## config.mk

```make
export PLATFORM = sky130hd
export DESIGN_NAME = inst_prefetch_queue
export DESIGN_NICKNAME = d
export VERILOG_FILES = /design/src/rtl/inst_prefetch_queue.sv
export SDC_FILE = /design/constraint.sdc
export NUM_CORES = 1
export LEC_CHECK = 0
export BUFFER_PORTS_ARGS = -buffer_cell sky130_fd_sc_hd__clkbuf_2
export CAP_MARGIN = 20
export CORE_MARGIN = 2
export CORE_UTILIZATION = 25
export DETAILED_ROUTE_END_ITERATION = 8
export PLACE_DENSITY_LB_ADDON = 0.2
export SLEW_MARGIN = 20
export SYNTH_ARGS = -nofsm -noshare
export SYNTH_HDL_FRONTEND = slang
export SYNTH_SLANG_ARGS = --single-unit
export TNS_END_PERCENT = 50
```

## constraint.sdc

```tcl
create_clock -name clock -period 3.5 [get_ports clock]
set_input_delay 0.175 -clock clock [delete_from_list [all_inputs] [get_ports clock]]
set_output_delay 0.175 -clock clock [all_outputs]
set_load 0.03 [all_outputs]
```

## src/rtl/inst_prefetch_queue.sv

```systemverilog
// Instruction prefetch queue: credit-limited sequential fetch, DEPTH-entry {instr, pc, err} buffer,
// flush/refetch on redirect, fetch stop on halt sentinel or access error. Optional macro IFQ_BYPASS_EN.
module inst_prefetch_queue #(
  parameter int unsigned DEPTH    = 4,
  parameter logic [63:0] RESET_PC = 64'h0
) (
  input  logic        clock,
  input  logic        reset,
  output logic        imem_req_valid,
  output logic [63:0] imem_req_addr,
  input  logic        imem_req_ready,
  input  logic        imem_rsp_valid,
  input  logic [31:0] imem_rsp_data,
  input  logic        imem_rsp_err,
  input  logic        redirect_valid,
  input  logic [63:0] redirect_pc,
  input  logic        deq_ready,
  output logic        deq_valid,
  output logic [31:0] deq_instr,
  output logic [63:0] deq_pc,
  output logic        deq_err,
  output logic        halted
);
  localparam int unsigned PW = (DEPTH > 1) ? $clog2(DEPTH) : 1;
  localparam int unsigned CW = PW + 1;

  typedef enum logic {RUN = 1'b0, HALT = 1'b1} state_t;
  state_t r_state, w_state_nxt;

  logic [63:0]      r_fetch_pc;
  logic [CW-1:0]    r_count, r_outstanding, r_discard;
  logic [PW-1:0]    r_rd_ptr, r_wr_ptr, r_tag_rd, r_tag_wr;
  logic [31:0]      r_q_instr [DEPTH];
  logic [63:0]      r_q_pc    [DEPTH];
  logic [DEPTH-1:0] r_q_err;
  logic [63:0]      r_tag_pc  [DEPTH];

  logic [CW:0]   w_inuse;
  logic [CW-1:0] w_out_after_rsp;
  logic [63:0]   w_rsp_pc;
  logic          w_req_valid, w_req_fire, w_rsp_keep, w_stop;
  logic          w_bypass, w_head_valid, w_enq, w_deq;

  // Credits: queued entries plus in-flight requests never exceed DEPTH, so the buffer cannot overflow.
  assign w_inuse         = {1'b0, r_count} + {1'b0, r_outstanding};
  assign w_req_valid     = !reset && (r_state == RUN) && !redirect_valid && (w_inuse < (CW+1)'(DEPTH));
  assign w_req_fire      = w_req_valid && imem_req_ready;
  assign w_rsp_keep      = imem_rsp_valid && !redirect_valid && (r_discard == '0);
  assign w_rsp_pc        = r_tag_pc[r_tag_rd];
  assign w_stop          = w_rsp_keep && ((imem_rsp_data == 32'hFFFF_FFFF) || imem_rsp_err);
  assign w_out_after_rsp = r_outstanding - CW'(imem_rsp_valid);

  assign imem_req_valid = w_req_valid;
  assign imem_req_addr  = r_fetch_pc;
  assign deq_valid      = !reset && w_head_valid;
  assign halted         = !reset && (r_state == HALT);

`ifdef IFQ_BYPASS_EN
  assign w_bypass     = w_rsp_keep && (r_count == '0);
  assign w_head_valid = (r_count != '0) || w_bypass;
  assign deq_instr    = !deq_valid ? '0 : (w_bypass ? imem_rsp_data : r_q_instr[r_rd_ptr]);
  assign deq_pc       = !deq_valid ? '0 : (w_bypass ? w_rsp_pc : r_q_pc[r_rd_ptr]);
  assign deq_err      = deq_valid && (w_bypass ? imem_rsp_err : r_q_err[r_rd_ptr]);
`else
  assign w_bypass     = 1'b0;
  assign w_head_valid = (r_count != '0);
  assign deq_instr    = deq_valid ? r_q_instr[r_rd_ptr] : '0;
  assign deq_pc       = deq_valid ? r_q_pc[r_rd_ptr] : '0;
  assign deq_err      = deq_valid && r_q_err[r_rd_ptr];
`endif

  // A bypassed response that is consumed immediately is never written.
  assign w_enq = w_rsp_keep && !(w_bypass && deq_ready);
  assign w_deq = (r_count != '0) && deq_ready && !redirect_valid;

  always_comb begin
    w_state_nxt = r_state;
    if (redirect_valid) begin
      w_state_nxt = RUN;
    end else if (w_stop) begin
      w_state_nxt = HALT;
    end
  end

  always_ff @(posedge clock) begin
    if (reset) begin
      r_state       <= RUN;
      r_fetch_pc    <= RESET_PC;
      r_count       <= '0;
      r_outstanding <= '0;
      r_discard     <= '0;
      r_rd_ptr      <= '0;
      r_wr_ptr      <= '0;
      r_tag_rd      <= '0;
      r_tag_wr      <= '0;
    end else begin
      r_state <= w_state_nxt;
      // The PC tag FIFO tracks every request, including ones whose responses get discarded.
      if (w_req_fire)     r_tag_wr <= r_tag_wr + PW'(1);
      if (imem_rsp_valid) r_tag_rd <= r_tag_rd + PW'(1);
      if (redirect_valid) begin
        r_fetch_pc    <= redirect_pc & ~64'h3;
        r_count       <= '0;
        r_rd_ptr      <= '0;
        r_wr_ptr      <= '0;
        r_outstanding <= w_out_after_rsp;
        r_discard     <= w_out_after_rsp;
      end else begin
        if (w_req_fire) r_fetch_pc <= r_fetch_pc + 64'd4;
        r_outstanding <= w_out_after_rsp + CW'(w_req_fire);
        if (imem_rsp_valid && (r_discard != '0)) r_discard <= r_discard - CW'(1);
        if (w_enq) r_wr_ptr <= r_wr_ptr + PW'(1);
        if (w_deq) r_rd_ptr <= r_rd_ptr + PW'(1);
        r_count <= r_count + CW'(w_enq) - CW'(w_deq);
      end
    end
  end

  always_ff @(posedge clock) begin
    if (w_req_fire) r_tag_pc[r_tag_wr] <= r_fetch_pc;
    if (w_enq) begin
      r_q_instr[r_wr_ptr] <= imem_rsp_data;
      r_q_pc[r_wr_ptr]    <= w_rsp_pc;
      r_q_err[r_wr_ptr]   <= imem_rsp_err;
    end
  end
endmodule

```

# [After elaboration in Yosys (flattened, before gate mapping)]
# Memory sizes are Yosys's and may differ from the RTL's. A register that Yosys moved wholly into a read port is not among the register bits.
# Index checks and enable logic that the tools add are counted.
[totals] register_bits=86 n_memories=3 output_inout_bits=164 wordCells=76 inputBits=103 mem_bits_rw=640
[memory_table] name="r_q_pc" depth=4 word_bits=64 read_ports=1 rd_ports_with_merged_regs=1 write_ports=1 line_no="34" source="logic [63:0] r_q_pc [DEPTH];"
[memory_table] name="r_tag_pc" depth=4 word_bits=64 read_ports=1 rd_ports_with_merged_regs=1 write_ports=1 line_no="36" source="logic [63:0] r_tag_pc [DEPTH];"
[memory_table] name="r_q_instr" depth=4 word_bits=32 read_ports=1 rd_ports_with_merged_regs=1 write_ports=1 line_no="33" source="logic [31:0] r_q_instr [DEPTH];"
[op_classes] addsub=11 n_lt_le_gt_ge=4 eq_ne=1 bitwise=1 reduce_logical=23 muxes=22
[op_table] operator="$mux W64" n=3
[op_table] operator="$add A64 B3 Y64 const B" n=1
[op_table] operator="$eq A32 B32 Y1 const B" n=1
[op_table] operator="$mux W32" n=1
[op_table] operator="$logic_and A1 B1 Y1" n=14
[op_table] operator="$mux W2" n=6
[op_table] operator="$mux W3" n=3
[op_table] operator="$add A2 B1 Y2 const B" n=4
[op_table] operator="$add A3 B1 Y3" n=2
[op_table] operator="$lt A2 B3 Y1 const B" n=2
[op_table] operator="$mux W1" n=6
[op_table] operator="$reduce_bool A3 Y1" n=2
[op_table] operator="$sub A3 B1 Y3" n=2
[op_table] operator="$add A3 B3 Y4" n=1
[op_table] operator="$bwmux W4" n=1
[op_table] operator="$lt A4 B3 Y1 const B" n=1
[op_table] operator="$reduce_bool A2 Y1" n=2
[op_table] operator="$logic_not A3 Y1" n=1
[op_table] operator="$sub A3 B1 Y3 const B" n=1
[op_table] operator="$bmux W1 S2" n=1
[op_table] operator="$demux W1 S2" n=1
[op_table] operator="$ge A2 B1 Y1 const B" n=1
[op_table] operator="$logic_not A1 Y1" n=2
[op_table] operator="$reduce_or A2 Y1" n=1
[op_table] operator="other kinds (2)" n=2

# [Longest topological paths before layout]
# Gate-level depths: netlist of run 1.
[depth] word_depth=7 depth_mapped=13 depth_no_buf=13

# [Worst setup path after synthesis of run 1]
# No wires, ideal clock.
[synth_path] path_kind="register to register" startpoint="register r_count[2]" endpoint="memory r_tag_pc[0][10] (enable)" required_time_ps=3073 synth_period_minus_slack_ps=3622 setup_ps=427 t_arrival_ps=3195 stages_incl_launch_ff=9 n_path_buf=3 path_slack_ps=-122 cell_sequence="dfxtp_1 ha_1 nor4_1 nand4_1 inv_2 buf_2 buf_2 buf_2 and2_1"
[synth_between] elab_chain_cells=6
[synth_lines] item="start: declaration" line_no="31" source="logic [CW-1:0] r_count, r_outstanding, r_discard;"
[synth_lines] item="start signal: assignment" line_no="114" source="r_count <= r_count + CW'(w_enq) - CW'(w_deq);"
[synth_lines] item="$add A3 B3 Y4" line_no="45" source="assign w_inuse = {1'b0, r_count} + {1'b0, r_outstanding};"
[synth_lines] item="$lt A4 B3 Y1" line_no="46" source="assign w_req_valid = !reset && (r_state == RUN) && !redirect_valid && (w_inuse < (CW+1)'(DEPTH));"
[synth_lines] item="$logic_and A1 B1 Y1" line_no="46"
[synth_lines] item="$logic_and A1 B1 Y1" line_no="47" source="assign w_req_fire = w_req_valid && imem_req_ready;"
[synth_lines] item="net w_req_fire" line_no="41" source="logic w_req_valid, w_req_fire, w_rsp_keep, w_stop;"
[synth_lines] item="$mux W1" line_no="120" source="if (w_req_fire) r_tag_pc[r_tag_wr] <= r_fetch_pc;"
[synth_lines] item="$mux W1 (not written as such)" line_no="120"
[synth_lines] item="end: declaration" line_no="36"
# The timed path passes the listed nets, and every way through them passes these cells.

# [Worst setup path in the final report of run 1]
[layout_path] startpoint="register r_fetch_pc[2], in the netlist imem_req_addr[2]" endpoint="register r_fetch_pc[47], in the netlist imem_req_addr[47]"
[layout_between] elab_chain_cells=3
[layout_lines] item="start: declaration" line_no="30" source="logic [63:0] r_fetch_pc;"
[layout_lines] item="start signal: assignment" line_no="102" source="r_fetch_pc <= redirect_pc & ~64'h3;"
[layout_lines] item="start signal: assignment" line_no="109" source="if (w_req_fire) r_fetch_pc <= r_fetch_pc + 64'd4;"
[layout_lines] item="$add A64 B3 Y64" line_no="109"
[layout_lines] item="$mux W64" line_no="109"
[layout_lines] item="$mux W64" line_no="101" source="if (redirect_valid) begin"
# Every way passes these cells. The select of a mux whose other input is x is not followed.
# A chain may end at the register's enable or synchronous reset.

==> results of run 1 <==
## power groups by stage
stage	Sequential (uW)	Combinational [uW]	Clock, uW
floorplan	9910	690	0
global placement	9900	1270	0
detailed placement	9920	1290	0
CTS	9740	1370	9200
global route	9760	1450	9530
finish	9730	1340	8920
## layer usage
layer	vias up	GRT usage, %	share of wire, %
li1	7247	-	-
met1	8535	18.9	45
met2	456	22.7	48
met3	98	2.89	5.9
met4	6	3.52	1.7
met5	-	0	0.034
## sequential cells by signal, indices dropped and copies added, names as in the netlist, 2 cells and up, named ones only
name / flops
r_q_pc: 248
r_discard: 3
r_outstanding: 3
r_count: 3
imem_req_addr: 62
r_rd_ptr: 2
r_tag_pc: 248
r_tag_wr: 2
r_tag_rd: 2
r_q_instr: 128
r_q_err: 4
r_wr_ptr: 2
## how the worst min path moves through the flow
| stage | startpoint | endpoint | depth (start not counted) |
|---|---|---|---|
| 6_report | deq_ready | flop | 4 |
| 5_1_grt | redirect_pc[49] | imem_req_addr[49] | 5 |
| 2_1_floorplan | imem_rsp_err | r_q_err[0] | 0 |
| 3_5_place_dp | imem_rsp_data[29] | r_q_instr[0][29] | 1 |
| 4_1_cts | deq_ready | flop | 4 |
| 3_3_place_gp | imem_rsp_data[1] | r_q_instr[2][1] | 1 |
## worst min-delay path, delay by kind of cell
| kind | cells | cell delay (ps) |
|---|---|---|
| buf+inv | 1 | 80 |
| simple gates | 2 | 270 |
| xor+xnor | 1 | 160 |
## layout make-up
| cell class | instances | area, um^2 | share of cell area, % |
|---|---|---|---|
| tap | 1512 | 1890 | 5.28 |
| timing repair buffer | 402 | 2830 | 7.89 |
| clock buffer | 104 | 2250 | 6.29 |
| multi-input combinational | 775 | 7610 | 21.3 |
| clock inverter | 53 | 579 | 1.62 |
| inverter | 23 | 86.3 | 0.241 |
| sequential | 712 | 20600 | 57.4 |
| antenna | 1 | 2.50 | 0.00699 |
## per-stage QoR
step	instances	hold WS, ps	power, uW
floorplan	1599	274	10600
global placement	3331	410	11200
detailed placement	3331	420	11200
CTS	3581	9.97	20300
global route	3581	72.7	20700
finish	3582	69.2	20000
## synthesized netlist by cell type (15+ instances only)
cell type  instances  share of area (%)
buf_2             23               0.40
o211ai_1          16               0.42
ha_1              19               0.83
nor2_1            52               0.68
nand2_1           73               0.96
dfxtp_1           84                5.9
nand4_1           36               0.79
edfxtp_1         628                 66
a21oi_1           37               0.65
mux4_2           157                 12
and3_1            18               0.39
inv_1             22               0.29
clkbuf_1          47               0.62
nor3_1            16               0.28
a31oi_1           15               0.33
and2_1           118                2.6
nand3_1           27               0.47
## kinds of logic after synthesis
group	count (synthesis)	synth area share, %
simple gates	421	8.71
compound gates	134	3.23
mux	172	12.9
flops	712	71.8
xor+xnor	24	0.735
fa+ha+maj	20	0.901
other cells	1	0.0131
buf+inv	112	1.70
## placed cells by master (no fill, tap or decap), types with 13 or more instances in the layout
cell type	count
nor3_1	16
inv_1	21
dlygate4sd3_1	93
buf_4	31
mux4_2	157
and3_1	18
dfxtp_1	80
buf_12	18
nand3_1	27
clkbuf_16	87
a21oi_1	37
clkbuf_2	259
edfxtp_1	628
a31oi_1	15
clkbuf_1	16
clkinv_2	15
xnor2_1	14
nor2_1	51
nand4_1	36
o211ai_1	16
ha_1	19
nand2_1	73
clkinv_1	14
and2_1	110
nor4_1	13
## what timing repair did
action                                  CTS  global route
hold buffers                             93             0
hold endpoints to repair                195             0
endpoints found under the setup margin    0             0
==> flow_metrics.py, run 1 <==
metrics = {
    "power": {
        "p_leak_uw": 0.0119,
        "p_comb_share_pct": 6.7,
        "seq_power_share_pct": 48.7,
        "intPower_uw": 15500,
        "p_per_area_mw_per_mm2": 558,
        "p_clk_share_pct": 44.6,
        "p_sw_share_pct": 22.7,
        "switching_power_uw": 4550,
        "peakVddDrop_mv": 0.311,
    },
    "grt": {
        "grt_start_max_net_pins": 63,
        "antenna_found_initial": 6,
        "track_usage_pct": 13.9,
        "grt_pass1_wl_um": 118000,
        "gr-total-overflow": 0,
        "grt_pass1_vias": 16834,
    },
    "status": {
        "status": "finished clean",
    },
    "sta": {
        "finalMaxSlewViolations": 0,
        "min_period_over_period_pct": 85.2,
        "period_needed_ps": 2980,
        "finalHoldViolations": 0,
        "max_freq_mhz": 335,
        "worstMarginPinSlew_ps": 849,
        "clock-skew-final_ps": 24.4,
        "fin_ws_ps": 517,
        "finalSetupTns_ps": 0,
        "slew_headroom_pct": 43.2,
        "finalSetupViolCount": 0,
        "rsz0062_at_grt": "no",
    },
    "floorplan": {
        "die_w_um": 342,
        "io-pin-count": 267,
        "coreArea_mm2": 0.114,
        "initial_core_util_pct": 25.1,
        "die_area_mm2": 0.117,
        "rows": 124,
        "fp.dieH_um": 342,
    },
    "setup_path": {
        "worstPathArrival_ps": 3510,
        "r2r-end": "imem_req_addr[47]",
        "critPathLaunch": "imem_req_addr[2]",
        "start_kind": "flop",
        "critPathMaxFanout": 12,
        "slowest_stage": "nor4_4",
        "cp-endpoint": "imem_req_addr[47]",
        "worstReg2RegStart": "imem_req_addr[2]",
        "ff2ff_path_depth": 5,
        "required_ps": 4030,
        "cp.depth": 5,
        "critPathKind": "flop to flop",
        "cpPeakStageDelay_ps": 700,
        "cpLargestDelayFamily": "simple AND/OR/NAND/NOR gates",
        "critical_path.cell_chain": "nand4_1 -> nor4_4 -> nand2_2 -> o311a_1 -> a211o_1",
        "cp-end-kind": "flop",
        "rrSetupSlack_ps": 520,
        "critPathBufInv": 0,
    },
    "cts": {
        "clk-insertion-delay-late_ps": 640,
        "cts_tree": "built",
        "cts_setup_buffers": 0,
        "clk_pin_slew_ps": 60,
        "clk_path_buf_depth": 3,
        "root_buffer": "clkbuf_16",
        "ctsResizeCount": 0,
        "h-tree-depth": 3,
        "clock_sinks": 712,
        "cts_buffers": 85,
    },
    "yosys": {
        "synth_area_per_cell_um2": 17.9,
        "postSynthCellCount": 1596,
        "yosys_most_used_dff": "edfxtp_1",
        "ys_ff_latch": 712,
        "async_flop_share_pct": 0,
        "yosys_warnings": 0,
        "yosysUniqueCellTypes": 79,
        "yosysSeqAreaShare_pct": 71.8,
        "netlist_area_mm2": 0.0286,
        "synth_edf_count": 628,
    },
    "finish": {
        "n_fill_cell": 11181,
        "drive_gt1_share_pct": 30.9,
        "design_area_mm2": 0.0358,
        "nets": 2122,
        "post-route-util_pct": 31.4,
        "syn_to_final_growth_pct": 25.2,
    },
    "drt": {
        "dr.pass1.iters": 5,
        "via_per_inst": 4.56,
        "drt_wl_total_um": 82400,
        "wire_per_inst_um": 23.0,
        "drc": 0,
        "num_vias": 16342,
        "drt_iter0_markers": 1009,
        "drtAntennaViolNets": 0,
    },
    "place": {
        "dpl.hpwl_um": 53200,
        "place_ws_ps": 547,
        "numPortBuffers": 260,
        "dpl-instance-area_mm2": 0.0320,
        "gp_congestion": 0.739,
    },
    "hold_path": {
        "hp-class": "input pin to flop",
    },
    "job": {
        "maxCapViolations": 0,
    },
}
Note: power is estimated with default switching activity, not from simulation.
==> run 2, diff against run 1 <==
--- a/config.mk
+++ b/config.mk
@@ -7,3 +7,2 @@
 export LEC_CHECK = 0
-export BUFFER_PORTS_ARGS = -buffer_cell sky130_fd_sc_hd__clkbuf_2
 export CAP_MARGIN = 20
@@ -12,2 +11,3 @@
 export DETAILED_ROUTE_END_ITERATION = 8
+export DONT_BUFFER_PORTS = 1
 export PLACE_DENSITY_LB_ADDON = 0.2
--- a/constraint.sdc
+++ b/constraint.sdc
@@ -3,2 +3,2 @@
 set_output_delay 0.175 -clock clock [all_outputs]
-set_load 0.03 [all_outputs]
+set_load 0.005 [all_outputs]
==> run 2 against run 1 <==
Net effect: clock-buffer cell count increased by 1; worst setup slack improved by 22 ps; die area unchanged; largest power group unchanged; highest routed layer unchanged.
==> flow_metrics.py, run 2 (synthesis results as in run 1) <==
metrics = {
    "drt": {
        "drtAntennaViolNets": 0,
        "drt_iter0_markers": 1180,
        "drc": 0,
        "via_per_inst": 4.63,
        "dr.pass1.iters": 5,
        "wire_per_inst_um": 25.0,
        "drt_wl_total_um": 83900,
        "num_vias": 15533,
    },
    "finish": {
        "syn_to_final_growth_pct": 21.6,
        "layout.cells.non_filler": 3352,
        "design_area_mm2": 0.0348,
        "drive_gt1_share_pct": 21.1,
        "n_fill_cell": 11197,
        "mostFrequentLayoutCells": "628 x edfxtp_1, 157 x mux4_2, 110 x and2_1, 106 x dlygate4sd3_1, 84 x clkbuf_16",
        "top_regs": "r_q_pc x248, r_tag_pc x248, r_q_instr x128",
        "layout_commonest_cell": "edfxtp_1",
        "nets": 1888,
    },
    "power": {
        "p_sw_share_pct": 22.0,
        "p_leak_uw": 0.0109,
        "peakVddDrop_mv": 0.322,
        "seq_power_share_pct": 50.0,
        "switching_power_uw": 4290,
        "finalPower_uw": 19500,
        "p_clk_share_pct": 44.4,
        "p_comb_share_pct": 5.6,
        "intPower_uw": 15200,
        "p_per_area_mw_per_mm2": 561,
    },
    "setup_path": {
        "critPathMaxFanout": 88,
        "required_ps": 3320,
        "r2r-end": "r_outstanding[2]",
        "ff2ff_path_depth": 10,
        "start_kind": "flop",
        "worstPathArrival_ps": 2790,
        "rrSetupSlack_ps": 710,
        "cp-end-kind": "output pin",
        "worstReg2RegStart": "r_count[2]",
        "critPathKind": "flop to output pin",
    },
    "sta": {
        "min_period_over_period_pct": 84.6,
        "clock-skew-final_ps": 29.7,
        "worstMarginPinSlew_ps": 945,
        "finalSetupTns_ps": 0,
        "finalSetupViolCount": 0,
        "holdWs_ps": 56.9,
        "finalHoldViolations": 0,
        "slew_headroom_pct": 36.7,
        "period_needed_ps": 2960,
        "finalMaxSlewViolations": 0,
        "rsz0062_at_grt": "no",
        "max_freq_mhz": 338,
    },
    "hold_path": {
        "min-delay-start": "redirect_valid",
        "hold_path_end": "imem_req_addr[63]",
        "min_path_cells": 3,
        "hp-class": "input pin to flop",
    },
    "grt": {
        "grt_pass1_wl_um": 120000,
        "gr-total-overflow": 0,
        "grt_pass1_vias": 16115,
        "track_usage_pct": 14.3,
        "grt_start_max_net_pins": 88,
        "antenna_found_initial": 16,
    },
    "place": {
        "dpl.hpwl_um": 54100,
        "gp_congestion": 0.726,
        "numPortBuffers": 0,
        "dpl-instance-area_mm2": 0.0309,
        "place_inst": 3085,
    },
    "floorplan": {
        "die_area_mm2": 0.117,
        "fp.dieH_um": 342,
        "rows": 124,
        "coreArea_mm2": 0.114,
        "initial_core_util_pct": 25.1,
        "io-pin-count": 267,
        "die_w_um": 342,
    },
    "cts": {
        "clock_sinks": 712,
        "h-tree-depth": 3,
        "cts_setup_buffers": 0,
        "clk_path_buf_depth": 3,
        "ctsResizeCount": 0,
        "cts_buffers": 82,
        "clk_pin_slew_ps": 60,
        "clk-insertion-delay-late_ps": 650,
        "root_buffer": "clkbuf_16",
        "hold_buffers": 108,
        "cts_tree": "built",
    },
    "job": {
        "maxCapViolations": 0,
    },
    "status": {
        "status": "finished clean",
    },
}
run 2: power groups by stage:
stage               combinational (uW)  sequential, uW  clock (uW)
floorplan                          633            9820           0
global placement                   930            9920           0
detailed placement                 957            9940           0
CTS                               1130            9760        8950
global route                      1200            9780        9260
finish                            1100            9750        8650
run 2: worst max path at each step:
stage	startpoint	end	slack (ps)	depth (start not counted)
after detailed placement	imem_req_addr[15]	imem_req_addr[60]	770	5
final	r_count[1]	deq_pc[39]	540	4
after global routing	r_count[2]	r_outstanding[2]	440	10
after global placement	imem_req_addr[15]	imem_req_addr[50]	770	5
after CTS	flop	deq_pc[43]	570	3
after floorplan	r_count[2]	r_tag_pc[0][10]	550	8
run 2: layout make-up:
| type | count | area (um^2) | area share (%) |
|---|---|---|---|
| clock inverters | 46 | 510 | 1.47 |
| inverters | 23 | 86.3 | 0.248 |
| clock buffers | 105 | 2210 | 6.36 |
| diodes | 8 | 20.0 | 0.0576 |
| well taps | 1512 | 1890 | 5.44 |
| repair buffers | 171 | 1890 | 5.43 |
| flip-flops and latches | 712 | 20600 | 59.1 |
| multi-input cells | 775 | 7610 | 21.9 |
run 2: per-layer routing:
layer,track usage (%),routed length (um)
met1,18.5,36100
met2,23.0,39700
met3,4.53,6460
met4,3.68,1520
met5,0,112
run 2: through the flow:
step | setup slack (ps) | util, %
after CTS | 573 | 30.5
after floorplan | 554 | -
after detailed placement | 766 | 27.2
after global placement | 773 | 27.2
final | 539 | 30.5
after global routing | 438 | 30.5
run 2: worst max-delay path: stages (launching register included):
cell,delay [ps]
dfxtp_1,360
nor3_1,720
nor2_4,210
buf_12,240
and2_1,390
==> run 3, diff against run 2 <==
clock period = 2.9 ns   (was 3.5 ns; I/O delays follow)
==> run 3 against run 2 <==
Net effect: via count grew 0.25%; sequential power grew 20%; design area is 0.55% higher; non-clock buffer count increased by 51; critical path depth is 6 higher; largest cell class unchanged; clock skew down 8.7 ps; worst hold slack worse by 48 ps; wire length is 2.0% lower; clock-buffer cell count rose by 1.
==> flow_metrics.py, run 3 (synthesis results as in run 1) <==
metrics = {
    "status": {
        "status": "finished clean",
    },
    "hold_path": {
        "hp-class": "input pin to flop",
    },
    "sta": {
        "rsz0062_at_grt": "no",
        "finalHoldViolations": 0,
        "finalSetupViolCount": 0,
        "fin_ws_ps": 154,
        "slew_headroom_pct": 32.9,
        "holdWs_ps": 8.52,
        "worstMarginPinSlew_ps": 1000,
        "finalSetupTns_ps": 0,
        "clock-skew-final_ps": 21.0,
        "finalMaxSlewViolations": 0,
        "period_needed_ps": 2750,
        "max_freq_mhz": 364,
        "min_period_over_period_pct": 94.7,
    },
    "floorplan": {
        "coreArea_mm2": 0.114,
        "rows": 124,
        "initial_core_util_pct": 25.1,
        "die_area_mm2": 0.117,
        "io-pin-count": 267,
        "die_w_um": 342,
        "fp.dieH_um": 342,
    },
    "finish": {
        "drive_gt1_share_pct": 22.7,
        "syn_to_final_growth_pct": 22.3,
        "nets": 1938,
        "top_regs": "r_q_pc x248, r_tag_pc x248, r_q_instr x128",
        "design_area_mm2": 0.0350,
        "layout_commonest_cell": "edfxtp_1",
        "mostFrequentLayoutCells": "628 x edfxtp_1, 157 x mux4_2, 110 x and2_1, 106 x dlygate4sd3_1, 87 x buf_4",
    },
    "drt": {
        "num_vias": 15572,
        "drt_wl_total_um": 82300,
        "dr.pass1.iters": 5,
        "via_per_inst": 4.58,
        "drt_iter0_markers": 1003,
        "wire_per_inst_um": 24.2,
        "drc": 0,
        "drtAntennaViolNets": 0,
    },
    "grt": {
        "track_usage_pct": 13.9,
        "gr-total-overflow": 0,
        "antenna_found_initial": 15,
        "grt.busiest_layer": "met2",
        "met3_usage_pct": 4.21,
        "use_met1_pct": 18.4,
        "met2_usage_pct": 22.0,
        "grt_pass1_vias": 16139,
        "grt_start_max_net_pins": 72,
        "grt_pass1_wl_um": 117000,
    },
    "place": {
        "dpl.hpwl_um": 54100,
        "numPortBuffers": 0,
        "gp_congestion": 0.726,
        "dpl-instance-area_mm2": 0.0313,
        "place_ws_ps": 235,
    },
    "power": {
        "p_per_area_mw_per_mm2": 653,
        "peakVddDrop_mv": 0.397,
        "p_leak_uw": 0.0110,
        "finalPower_uw": 22800,
    },
    "setup_path": {
        "cpPeakStageDelay_ps": 560,
        "critical_path.cell_chain": "ha_1 -> nor4_1 -> nand4_1 -> inv_4 -> ha_1 -> ha_1 -> nor2b_1 -> xnor2_1 -> nor2_1 -> dlygate4sd3_1",
        "slowest_stage": "dlygate4sd3_1",
        "critPathMostFrequentCell": "ha_1",
        "critPathBufInv": 2,
        "critPathKind": "flop to flop",
        "start_kind": "flop",
        "critPathMaxFanout": 9,
        "cpLargestDelayFamily": "simple AND/OR/NAND/NOR gates",
        "cp-end-kind": "flop",
        "required_ps": 3420,
        "worstPathArrival_ps": 3270,
    },
    "cts": {
        "clk-insertion-delay-late_ps": 630,
        "cts_buffers": 81,
        "clock_sinks": 712,
        "clk_pin_slew_ps": 60,
        "root_buffer": "clkbuf_16",
        "h-tree-depth": 3,
        "cts_tree": "built",
        "clk_path_buf_depth": 3,
    },
    "job": {
        "maxCapViolations": 0,
    },
}
==> run 3: report_power, final <==
group | internal (uW) | switching (uW) | leakage (uW)
Clock | 5650 | 4060 | 0.00121
Combinational | 601 | 822 | 0.00341
Sequential | 11500 | 199 | 0.00641
==> run 3: layout make-up <==
class,instances,area [um^2]
diodes,6,15.0
fillers,11213,78900
repair buffers,222,2310
well taps,1512,1890
multi-input cells,775,7610
inverters,23,88.8
flip-flops and latches,712,20600
clock buffers,106,2180
clock inverters,41,312
==> run 3: metrics by stage <==
stage	util (%)	cells
3_5_place_dp	27.5	3135
5_1_grt	30.7	3391
3_3_place_gp	27.5	3135
6_report	30.7	3397
4_1_cts	30.7	3390
2_1_floorplan	-	1599
==> run 3: routing by layer <==
metal / vias up / share of wire (%)
li1: 6879 / -
met1: 8096 / 43
met2: 472 / 46
met3: 115 / 8.3
met4: 10 / 2.1
met5: - / 0.079
==> run 3: path summary, 6_finish.rpt <==
check / cells after the start / startpoint / slack, ps / end
max: 10 / r_count[2] / 150 / r_outstanding[2]
min: 4 / imem_req_ready / 9 / imem_req_addr[3]
max reg2reg: 10 / r_count[2] / 150 / r_outstanding[2]
min reg2reg: 2 / r_tag_wr[1] / 500 / r_tag_wr[1]
==> run 3: timing repair <==
action,CTS,global route
endpoints found under the hold margin,216,0
hold buffers,108,0
endpoints found under the setup margin,0,3
gates resized for setup,0,1
buffers inserted,0,1
==> run 3: tightest hold or removal path, stage by stage <==
cell      delay (ps)
nand4_1          170
inv_4            110
nand2_1           80
a311oi_1          80
